===== src/rtl/wb_pkg.sv =====
`default_nettype none
// ============================================================================
// Module   : wb_pkg
// Purpose  : Shared constants and types for the write-back controller.
// Revision : 1.0 - initial release
// ============================================================================
package wb_pkg;

    localparam int XLEN   = 32;
    localparam int NREG   = 32;
    localparam int REG_AW = $clog2(NREG);

    typedef struct packed {
        logic [REG_AW-1:0] rd;
        logic [XLEN-1:0]   data;
    } wb_req_t;

    typedef enum logic {
        GNT_ALU = 1'b0,
        GNT_LSU = 1'b1
    } wb_gnt_e;

endpackage : wb_pkg
`default_nettype wire


===== src/rtl/wb_arbiter_if.sv =====
`default_nettype none
// ============================================================================
// Module   : wb_arbiter_if
// Purpose  : Result streams, register file write port and scoreboard queries.
// Revision : 1.0 - initial release
// ============================================================================
interface wb_arbiter_if #(
    parameter int XLEN   = 32,
    parameter int REG_AW = 5
);
    logic              alu_valid_i;
    logic [REG_AW-1:0] alu_rd_i;
    logic [XLEN-1:0]   alu_data_i;
    logic              alu_ready_o;

    logic              lsu_valid_i;
    logic [REG_AW-1:0] lsu_rd_i;
    logic [XLEN-1:0]   lsu_data_i;
    logic              lsu_ready_o;

    logic              rf_we_o;
    logic [REG_AW-1:0] rf_rd_o;
    logic [XLEN-1:0]   rf_wdata_o;

    logic              iss_valid_i;
    logic [REG_AW-1:0] iss_rd_i;
    logic [REG_AW-1:0] rs1_i;
    logic [REG_AW-1:0] rs2_i;
    logic              rs1_busy_o;
    logic              rs2_busy_o;
    logic              flush_i;

    // Write-back controller side
    modport slave (
        input  alu_valid_i, alu_rd_i, alu_data_i,
        output alu_ready_o,
        input  lsu_valid_i, lsu_rd_i, lsu_data_i,
        output lsu_ready_o,
        output rf_we_o, rf_rd_o, rf_wdata_o,
        input  iss_valid_i, iss_rd_i, rs1_i, rs2_i, flush_i,
        output rs1_busy_o, rs2_busy_o
    );

    // Pipeline side
    modport master (
        output alu_valid_i, alu_rd_i, alu_data_i,
        input  alu_ready_o,
        output lsu_valid_i, lsu_rd_i, lsu_data_i,
        input  lsu_ready_o,
        input  rf_we_o, rf_rd_o, rf_wdata_o,
        output iss_valid_i, iss_rd_i, rs1_i, rs2_i, flush_i,
        input  rs1_busy_o, rs2_busy_o
    );

endinterface : wb_arbiter_if
`default_nettype wire


===== src/rtl/wb_scoreboard.sv =====
`default_nettype none
// ============================================================================
// Module   : wb_scoreboard
// Purpose  : Busy bits for destination registers with outstanding writes.
// Revision : 1.0 - initial release
// ============================================================================
module wb_scoreboard #(
    parameter int NREG   = 32,
    parameter int REG_AW = $clog2(NREG)
) (
    input  wire logic              clk_i,
    input  wire logic              rst_ni,
    input  wire logic              i_set,
    input  wire logic [REG_AW-1:0] i_set_rd,
    input  wire logic              i_clr,
    input  wire logic [REG_AW-1:0] i_clr_rd,
    input  wire logic              i_flush,
    input  wire logic [REG_AW-1:0] i_rs1,
    input  wire logic [REG_AW-1:0] i_rs2,
    output logic                   o_rs1_busy,
    output logic                   o_rs2_busy
);
    import wb_pkg::*;

    logic [NREG-1:0] r_busy;
    logic [NREG-1:0] w_busy_nxt;

    // Set is applied after clear so a younger writer to the same rd keeps it busy.
    always_comb begin
        w_busy_nxt = r_busy;
        if (i_flush) begin
            w_busy_nxt = '0;
        end else begin
            if (i_clr) begin
                w_busy_nxt[i_clr_rd] = 1'b0;
            end
            if (i_set && (i_set_rd != '0)) begin
                w_busy_nxt[i_set_rd] = 1'b1;
            end
        end
        w_busy_nxt[0] = 1'b0;
    end

    always_ff @(posedge clk_i) begin
        if (!rst_ni) begin
            r_busy <= '0;
        end else begin
            r_busy <= w_busy_nxt;
        end
    end

    assign o_rs1_busy = rst_ni & r_busy[i_rs1];
    assign o_rs2_busy = rst_ni & r_busy[i_rs2];

endmodule : wb_scoreboard
`default_nettype wire


===== src/rtl/wb_arbiter.sv =====
`default_nettype none
// ============================================================================
// Module   : wb_arbiter
// Purpose  : Round-robin ALU/LSU write-back arbiter with registered RF port.
// Revision : 1.0 - initial release
// ============================================================================
module wb_arbiter #(
    parameter int XLEN = 32,
    parameter int NREG = 32
) (
    input  wire logic  clk_i,
    input  wire logic  rst_ni,
    wb_arbiter_if.slave bus
);
    import wb_pkg::*;

    localparam int REG_AW = $clog2(NREG);

    wb_gnt_e r_last_grant;
    wb_req_t r_out;
    logic    r_we;

    logic    w_alu_ready;
    logic    w_lsu_ready;
    logic    w_alu_hs;
    logic    w_lsu_hs;
    wb_req_t w_req;

    // Ready is a function of the other requester only, so at most one
    // handshake can complete per cycle.
    always_comb begin
        w_alu_ready = rst_ni && (!bus.lsu_valid_i || (r_last_grant == GNT_LSU));
        w_lsu_ready = rst_ni && (!bus.alu_valid_i || (r_last_grant == GNT_ALU));
        w_alu_hs    = bus.alu_valid_i && w_alu_ready;
        w_lsu_hs    = bus.lsu_valid_i && w_lsu_ready;
        w_req.rd    = bus.alu_rd_i;
        w_req.data  = bus.alu_data_i;
        if (w_lsu_hs) begin
            w_req.rd   = bus.lsu_rd_i;
            w_req.data = bus.lsu_data_i;
        end
    end

    always_ff @(posedge clk_i) begin
        if (!rst_ni) begin
            r_last_grant <= GNT_LSU;
            r_we         <= 1'b0;
            r_out        <= '0;
        end else begin
            r_we <= 1'b0;
            if (w_alu_hs || w_lsu_hs) begin
                r_out        <= w_req;
                r_we         <= (w_req.rd != '0);
                r_last_grant <= w_alu_hs ? GNT_ALU : GNT_LSU;
            end
        end
    end

    assign bus.alu_ready_o = w_alu_ready;
    assign bus.lsu_ready_o = w_lsu_ready;
    assign bus.rf_we_o     = r_we;
    assign bus.rf_rd_o     = r_out.rd;
    assign bus.rf_wdata_o  = r_out.data;

    // Busy clears on the same edge the register file commits.
    wb_scoreboard #(
        .NREG   (NREG),
        .REG_AW (REG_AW)
    ) u_scoreboard (
        .clk_i      (clk_i),
        .rst_ni     (rst_ni),
        .i_set      (bus.iss_valid_i),
        .i_set_rd   (bus.iss_rd_i),
        .i_clr      (r_we),
        .i_clr_rd   (r_out.rd),
        .i_flush    (bus.flush_i),
        .i_rs1      (bus.rs1_i),
        .i_rs2      (bus.rs2_i),
        .o_rs1_busy (bus.rs1_busy_o),
        .o_rs2_busy (bus.rs2_busy_o)
    );

endmodule : wb_arbiter
`default_nettype wire


===== src/flat_wrapper.sv =====
// flat-port wrapper written by rule: the top's interface ports become plain ports
module wb_arbiter_flat import wb_pkg::*;
#(
    parameter int XLEN = 32,
    parameter int NREG = 32
)
  (clk_i, rst_ni, bus_alu_valid_i, bus_alu_rd_i, bus_alu_data_i, bus_alu_ready_o, bus_lsu_valid_i, bus_lsu_rd_i, bus_lsu_data_i, bus_lsu_ready_o, bus_rf_we_o, bus_rf_rd_o, bus_rf_wdata_o, bus_iss_valid_i, bus_iss_rd_i, bus_rs1_i, bus_rs2_i, bus_flush_i, bus_rs1_busy_o, bus_rs2_busy_o);
  wb_arbiter_if #(.XLEN(XLEN), .REG_AW(5)) bus_i ();
  input  wire logic clk_i;
  input  wire logic rst_ni;
  input wire logic [$bits(bus_i.alu_valid_i)-1:0] bus_alu_valid_i;
  input wire logic [$bits(bus_i.alu_rd_i)-1:0] bus_alu_rd_i;
  input wire logic [$bits(bus_i.alu_data_i)-1:0] bus_alu_data_i;
  output wire logic [$bits(bus_i.alu_ready_o)-1:0] bus_alu_ready_o;
  input wire logic [$bits(bus_i.lsu_valid_i)-1:0] bus_lsu_valid_i;
  input wire logic [$bits(bus_i.lsu_rd_i)-1:0] bus_lsu_rd_i;
  input wire logic [$bits(bus_i.lsu_data_i)-1:0] bus_lsu_data_i;
  output wire logic [$bits(bus_i.lsu_ready_o)-1:0] bus_lsu_ready_o;
  output wire logic [$bits(bus_i.rf_we_o)-1:0] bus_rf_we_o;
  output wire logic [$bits(bus_i.rf_rd_o)-1:0] bus_rf_rd_o;
  output wire logic [$bits(bus_i.rf_wdata_o)-1:0] bus_rf_wdata_o;
  input wire logic [$bits(bus_i.iss_valid_i)-1:0] bus_iss_valid_i;
  input wire logic [$bits(bus_i.iss_rd_i)-1:0] bus_iss_rd_i;
  input wire logic [$bits(bus_i.rs1_i)-1:0] bus_rs1_i;
  input wire logic [$bits(bus_i.rs2_i)-1:0] bus_rs2_i;
  input wire logic [$bits(bus_i.flush_i)-1:0] bus_flush_i;
  output wire logic [$bits(bus_i.rs1_busy_o)-1:0] bus_rs1_busy_o;
  output wire logic [$bits(bus_i.rs2_busy_o)-1:0] bus_rs2_busy_o;
  assign bus_i.alu_valid_i = bus_alu_valid_i;
  assign bus_i.alu_rd_i = bus_alu_rd_i;
  assign bus_i.alu_data_i = bus_alu_data_i;
  assign bus_alu_ready_o = bus_i.alu_ready_o;
  assign bus_i.lsu_valid_i = bus_lsu_valid_i;
  assign bus_i.lsu_rd_i = bus_lsu_rd_i;
  assign bus_i.lsu_data_i = bus_lsu_data_i;
  assign bus_lsu_ready_o = bus_i.lsu_ready_o;
  assign bus_rf_we_o = bus_i.rf_we_o;
  assign bus_rf_rd_o = bus_i.rf_rd_o;
  assign bus_rf_wdata_o = bus_i.rf_wdata_o;
  assign bus_i.iss_valid_i = bus_iss_valid_i;
  assign bus_i.iss_rd_i = bus_iss_rd_i;
  assign bus_i.rs1_i = bus_rs1_i;
  assign bus_i.rs2_i = bus_rs2_i;
  assign bus_i.flush_i = bus_flush_i;
  assign bus_rs1_busy_o = bus_i.rs1_busy_o;
  assign bus_rs2_busy_o = bus_i.rs2_busy_o;
  wb_arbiter #(.XLEN(XLEN), .NREG(NREG)) u_core (.clk_i(clk_i), .rst_ni(rst_ni), .bus(bus_i));
endmodule

===== config.mk =====
export PLATFORM = sky130hd
export DESIGN_NAME = wb_arbiter_flat
export DESIGN_NICKNAME = d
export VERILOG_FILES = /design/src/rtl/wb_pkg.sv /design/src/rtl/wb_arbiter_if.sv /design/src/rtl/wb_scoreboard.sv /design/src/rtl/wb_arbiter.sv /design/src/flat_wrapper.sv
export SDC_FILE = /design/constraint.sdc
export NUM_CORES = 1
export LEC_CHECK = 0
export CAP_MARGIN = 20
export CELL_PAD_IN_SITES_DETAIL_PLACEMENT = 1
export CELL_PAD_IN_SITES_GLOBAL_PLACEMENT = 2
export CORE_MARGIN = 1
export CORE_UTILIZATION = 27
export CTS_CLUSTER_SIZE = 10
export DETAILED_ROUTE_END_ITERATION = 8
export PLACE_DENSITY = 0.86
export SYNTH_ARGS = -nofsm -noshare
export SYNTH_HDL_FRONTEND = slang
export SYNTH_HIERARCHICAL = 1
export SYNTH_SLANG_ARGS = --single-unit

===== constraint.sdc =====
create_clock -name clk_i -period 3.2 [get_ports clk_i]
set_input_delay 0.32 -clock clk_i [delete_from_list [all_inputs] [get_ports clk_i]]
set_output_delay 0.32 -clock clk_i [all_outputs]
set_load 0.05 [all_outputs]

# After elaboration in Yosys (flattened, before gate mapping)
# Index checks and enable logic that the tools add are counted.
[totals]
regBits = 71
inputBits = 95
output_inout_bits = 42
wordCells = 48
[classes]
magnitude_cmp = 6
mux = 13
n_bitwise = 7
n_reduce_logical = 16
[ops]
columns = ["cell", "count"]
rows = [
  ["two-way mux 32 bit", 3],
  ["two-way mux 37 bit", 1],
  ["bitwise AND 32 bit", 1],
  ["NOT 32 bit", 1],
  ["OR 32 bit", 1],
  ["< comparator 5 x 6 -> 1 bit (second input constant)", 4],
  ["binary-select mux 1 bit (select 5 bit)", 2],
  ["demux 1 bit (select 5 bit)", 2],
  [">= comparator 5 x 1 -> 1 bit (second input constant)", 2],
  ["nonzero test 5 bit", 2],
  ["logical AND 1 bit", 7],
  ["two-way mux 1 bit", 5],
  ["logical OR 1 bit", 3],
  ["bitwise AND 1 bit", 2],
  ["zero test 1 bit", 2],
  ["NOT 1 bit", 2],
  ["AND reduction 2 bit", 1],
  ["OR reduction 2 bit", 1],
]

# Longest topological paths before layout
[logic_depth]
word_depth = 10
mapped_depth = 6
ltp_nobuf = 5

# Hierarchy
# Netlist, hierarchy kept.
[modules_own_cells]
columns = ["mod", "n_inst", "cells_per_inst", "area_per_inst_um2", "seq_area_each_um2"]
rows = [
  ["wb_scoreboard", 1, 211, 1829.3, 620.6],
  ["wb_arbiter", 1, 175, 1699.1, 780.7],
]

# Least setup slack after synthesis
# OpenSTA, ideal clock, no wires.
[synth_path]
path_type = "input-to-output"
start = "input bus_rs1_i[0]"
end = "output bus_rs1_busy_o"
arrival_time_ps = 2388
t_required_ps = 2880
path_slack_ps = 492
stages = 6
path_buffers = 1
path_cell_list = "buf_1 nor2b_1 a22o_1 o311ai_1 nand2_1 a211oi_1"
[synth_between]
elab_chain_cells = 3
[synth_rtl]
columns = ["item", "line", "source"]
rows = [
  ["from (decl)", "flat_wrapper.sv:24", "input wire logic [$bits(bus_i.rs1_i)-1:0] bus_rs1_i;"],
  ["binary-select mux 1 bit (select 5 bit)", "wb_scoreboard.sv:52", "assign o_rs1_busy = rst_ni & r_busy[i_rs1];"],
  ["two-way mux 1 bit (not written as such)", "wb_scoreboard.sv:52", ""],
  ["bitwise AND 1 bit", "wb_scoreboard.sv:52", ""],
  ["to (decl)", "flat_wrapper.sv:27", "output wire logic [$bits(bus_i.rs1_busy_o)-1:0] bus_rs1_busy_o;"],
]
# Every way passes these cells. The select of a mux whose other input is x is not followed.

# Final worst setup path
[layout_path]
start = "input bus_rs1_i[2]"
end = "output bus_rs1_busy_o"
# Same word-level chain as after synthesis.

==> impl_metrics.env <==
export IMPL_outcome="completed"
export IMPL_place_gp_congestion=0.801
export IMPL_drive_gt1_share_pct=9.71
export IMPL_insertion_delay_ns=0.32
export IMPL_finalSetupTns_ns=0
export IMPL_path_clk_slew_ns=0.05
export IMPL_postCtsHoldBufs=0
export IMPL_timing_critical_path_required_ns=2.88
export IMPL_post_cts_repair_timing_setup_buffer_count=0
export IMPL_crit_family="buffers and inverters"
export IMPL_grt_start_max_net_pins=32
export IMPL_fin_util_pct=41.9
export IMPL_grt_setup_unrepaired="no"
export IMPL_power_total_mw=2.42
export IMPL_yosys_register_bits=70
export IMPL_initial_utilization_pct=27.8
export IMPL_tritoncts_num_buffers=9
export IMPL_critPathMostFrequentCell="sky130_fd_sc_hd__a211oi_1"
export IMPL_die_w_um=116
export IMPL_ys_flop_type="sky130_fd_sc_hd__dfxtp_1"
export IMPL_critical_path_arrival_ns=2.48
export IMPL_drt_total_wl_um=11500
export IMPL_synthesis_area_per_instance_um2=9.14
export IMPL_critPathSlowestCell="sky130_fd_sc_hd__clkdlybuf4s50_1"
export IMPL_max_cap_violations=0
export IMPL_port_buf_inserts=136
export IMPL_drt_wirelength_per_cell_um=16.5
export IMPL_start_kind="input port"
export IMPL_power_density_nw_per_um2=455
export IMPL_syn_num_nets=481
export IMPL_r2r_worst_path_cells=5
export IMPL_synth_edff_count=0
export IMPL_grt_first_pass_wirelength_um=17900
export IMPL_worst_slew_pin_slew_ns=0.781
export IMPL_netlist_area_leader_share_pct=39.7
export IMPL_leakage_nw=2.03
export IMPL_antenna_found_initial=0
export IMPL_grt_pass1_vias=3517
export IMPL_design_die_area_um2=13500
export IMPL_synth_seq_area_share_pct=39.7
export IMPL_detailed_route_iter0_violations=137
export IMPL_clock_fmax_ghz=0.357
export IMPL_worst_path_buf_inv=2
export IMPL_cts_max_path_buffers=2
export IMPL_number_of_warnings_printed_during_yosys_synthesis=6
export IMPL_signed_area_change_from_the_synthesized_netlist_to_the_final_layout_pct=50.5
export IMPL_path_cells="clkdlybuf4s50_1 -> mux4_2 -> mux2_2 -> a211oi_1 -> a211oi_1 -> buf_12"
export IMPL_cts_tree="yes"
export IMPL_drt_first_pass_iters=4
export IMPL_dp_final_hpwl_um=8820
export IMPL_via_count=3451
export IMPL_finish_net_count=615
export IMPL_max_slew_margin_pct=47.8
export IMPL_core_area_um2=12700
export IMPL_root_buffer="sky130_fd_sc_hd__clkbuf_16"
export IMPL_crit_reg2reg_capture="u_core/bus.rf_wdata_o[1]$_SDFFE_PN0P_"
export IMPL_setup_viol_count_final=0
export IMPL_postSynth_asyncResetShare_pct=0
export IMPL_synth_distinct_cells=42
export IMPL_globalRoute_totalOverflow=0
export IMPL_htree_num_levels=3
export IMPL_irDropWorstVdd_v=0.000197
export IMPL_post_synth_main_area_contributors="sky130_fd_sc_hd__dfxtp_1, sky130_fd_sc_hd__mux2i_1, sky130_fd_sc_hd__nand2_1"
export IMPL_yosysMostFrequentCell="sky130_fd_sc_hd__nand2_1"
export IMPL_syn_instance_count=386
export IMPL_cts_num_sinks=70
export IMPL_hold_path_stages=2
export IMPL_cell_type_with_the_highest_aggregate_area_in_the_netlist="sky130_fd_sc_hd__dfxtp_1"
export IMPL_rows=41
export IMPL_post_route_period_util_pct=87.6
export IMPL_antenna_cells_inserted=0
export IMPL_worst_r2r_startpoint="u_core/r_last_grant$_SDFFE_PN1P_"
export IMPL_whs_endpoint="u_core/bus.rf_wdata_o[5]$_SDFFE_PN0P_"
export IMPL_critical_path_max_stage_delay_ns=0.80
export IMPL_hp_class="reg -> reg"
export IMPL_fp_dieH_um=116
export IMPL_critPathKind="in -> out"
export IMPL_setup_reg_to_reg_worst_slack_ns=1.38
export IMPL_i_o_pin_count=137
export IMPL_final_min_clock_period_ns=2.80
export IMPL_drtAntennaViolNets=0
export IMPL_hold_path_start="u_core/bus.rf_wdata_o[5]$_SDFFE_PN0P_"
export IMPL_max_fanout_on_critical_path=11
export IMPL_final_hold_violation_count=0
export IMPL_post_cts_resized=0
export IMPL_groute_usage_overall_pct=17.4
export IMPL_drc_errors=0
export IMPL_synth_cell_area_um2=3530
export IMPL_synth_top_cells_by_count="sky130_fd_sc_hd__nand2_1, sky130_fd_sc_hd__dfxtp_1, sky130_fd_sc_hd__mux2i_1"
export IMPL_detail_route_vias_per_cell=4.95
export IMPL_slew_viol_final=0
export IMPL_end_kind="output pin"
export IMPL_worst_clock_skew_ns=0.00511
-- cell type report --
cell class                      count  area (µm²)
Clock buffer                       13         270
Clock inverter                      3        17.5
Fill cell                        1467        7360
Inverter                            1        3.75
Multi-Input combinational cell    295        1960
Sequential cell                    70        1400
Tap cell                          172         215
Timing Repair Buffer              143        1450
-- cell families (layout without fill, tap and decap cells) --
| group | Yosys count | in the layout | share of synthesized area [%] |
|---|---|---|---|
| AND/OR/NAND/NOR | 123 | 123 | 17.4 |
| multiplexers | 57 | 57 | 20.3 |
| flip-flops | 70 | 70 | 39.7 |
| AO/OA/AOI/OAI | 115 | 115 | 17.7 |
| buffers and inverters | 21 | 160 | 4.86 |
-- metal layers --
| metal | share of wire, % | track usage [%] |
|---|---|---|
| met1 | 42 | 20.8 |
| met2 | 48 | 29.2 |
| met3 | 9.1 | 6.23 |
| met4 | 0.75 | 4.79 |
| met5 | 0 | 0 |
-- where the power goes --
group | total (mW) | internal, mW | switching (mW)
logic | 0.531 | 0.240 | 0.291
registers | 0.942 | 0.912 | 0.0301
clock network | 0.943 | 0.585 | 0.358
-- layout by cell type, fill, tap and decap left out, types with 2 or more instances in the layout --
master | synthesis | routed
sky130_fd_sc_hd__a2111oi_0 | 2 | 2
sky130_fd_sc_hd__a211oi_1 | 5 | 5
sky130_fd_sc_hd__a21oi_1 | 31 | 31
sky130_fd_sc_hd__a22o_1 | 3 | 3
sky130_fd_sc_hd__and3_1 | 4 | 4
sky130_fd_sc_hd__and3_2 | 2 | 2
sky130_fd_sc_hd__and3b_1 | 2 | 2
sky130_fd_sc_hd__buf_12 | 4 | 3
sky130_fd_sc_hd__buf_4 | 2 | 6
sky130_fd_sc_hd__clkbuf_16 | 0 | 9
sky130_fd_sc_hd__clkbuf_8 | 0 | 3
sky130_fd_sc_hd__clkdlybuf4s50_1 | 0 | 134
sky130_fd_sc_hd__clkinv_2 | 0 | 2
sky130_fd_sc_hd__dfxtp_1 | 70 | 70
sky130_fd_sc_hd__mux2_2 | 3 | 3
sky130_fd_sc_hd__mux2i_1 | 42 | 42
sky130_fd_sc_hd__mux4_2 | 11 | 11
sky130_fd_sc_hd__nand2_1 | 75 | 75
sky130_fd_sc_hd__nand2b_1 | 2 | 2
sky130_fd_sc_hd__nand3_1 | 2 | 2
sky130_fd_sc_hd__nand3b_1 | 5 | 5
sky130_fd_sc_hd__nor2_1 | 5 | 5
sky130_fd_sc_hd__nor2b_1 | 7 | 7
sky130_fd_sc_hd__nor3_1 | 2 | 2
sky130_fd_sc_hd__nor3b_1 | 4 | 4
sky130_fd_sc_hd__nor4_1 | 2 | 2
sky130_fd_sc_hd__o21ai_0 | 32 | 32
sky130_fd_sc_hd__o21ai_1 | 37 | 37
sky130_fd_sc_hd__o21ai_2 | 2 | 2
sky130_fd_sc_hd__o311ai_1 | 2 | 2
sky130_fd_sc_hd__or3b_2 | 3 | 3
-- how the worst max path moves through the flow --
stage,start,end,slack (ns),cells past startpoint
2_1_floorplan,bus_rs1_i[0],bus_rs1_busy_o,0.49,6
3_3_place_gp,bus_rs1_i[2],bus_rs1_busy_o,0.39,6
3_5_place_dp,bus_rs1_i[2],bus_rs1_busy_o,0.38,6
4_1_cts,bus_rs1_i[2],bus_rs1_busy_o,0.37,6
5_1_grt,bus_rs1_i[2],bus_rs1_busy_o,0.29,7
6_report,bus_rs1_i[2],bus_rs1_busy_o,0.40,6
-- through the flow --
stage	instance area, µm²	setup slack, ns	hold slack, ns	instances
floorplan	3530	0.492	0.420	386
global placement	5020	0.390	0.436	681
detailed placement	5020	0.378	0.444	681
CTS	5310	0.369	0.450	697
global route	5310	0.289	0.475	697
finish	5310	0.397	0.448	697
-- registers in the layout, indices dropped and copies added, names as in the netlist --
name and cells:
u_core/u_scoreboard/r_busy 31, u_core/bus.rf_rd_o 5, u_core/r_last_grant 1, u_core/bus.rf_we_o 1, u_core/bus.rf_wdata_o 32
-- worst min-delay path: cells and delay by family, from the launching register on --
family           cells  cell delay (ns)
AO/OA/AOI/OAI        1             0.05
flip-flops           1             0.30
AND/OR/NAND/NOR      1             0.05
No activity file was read; power rests on OpenSTA's default activity.
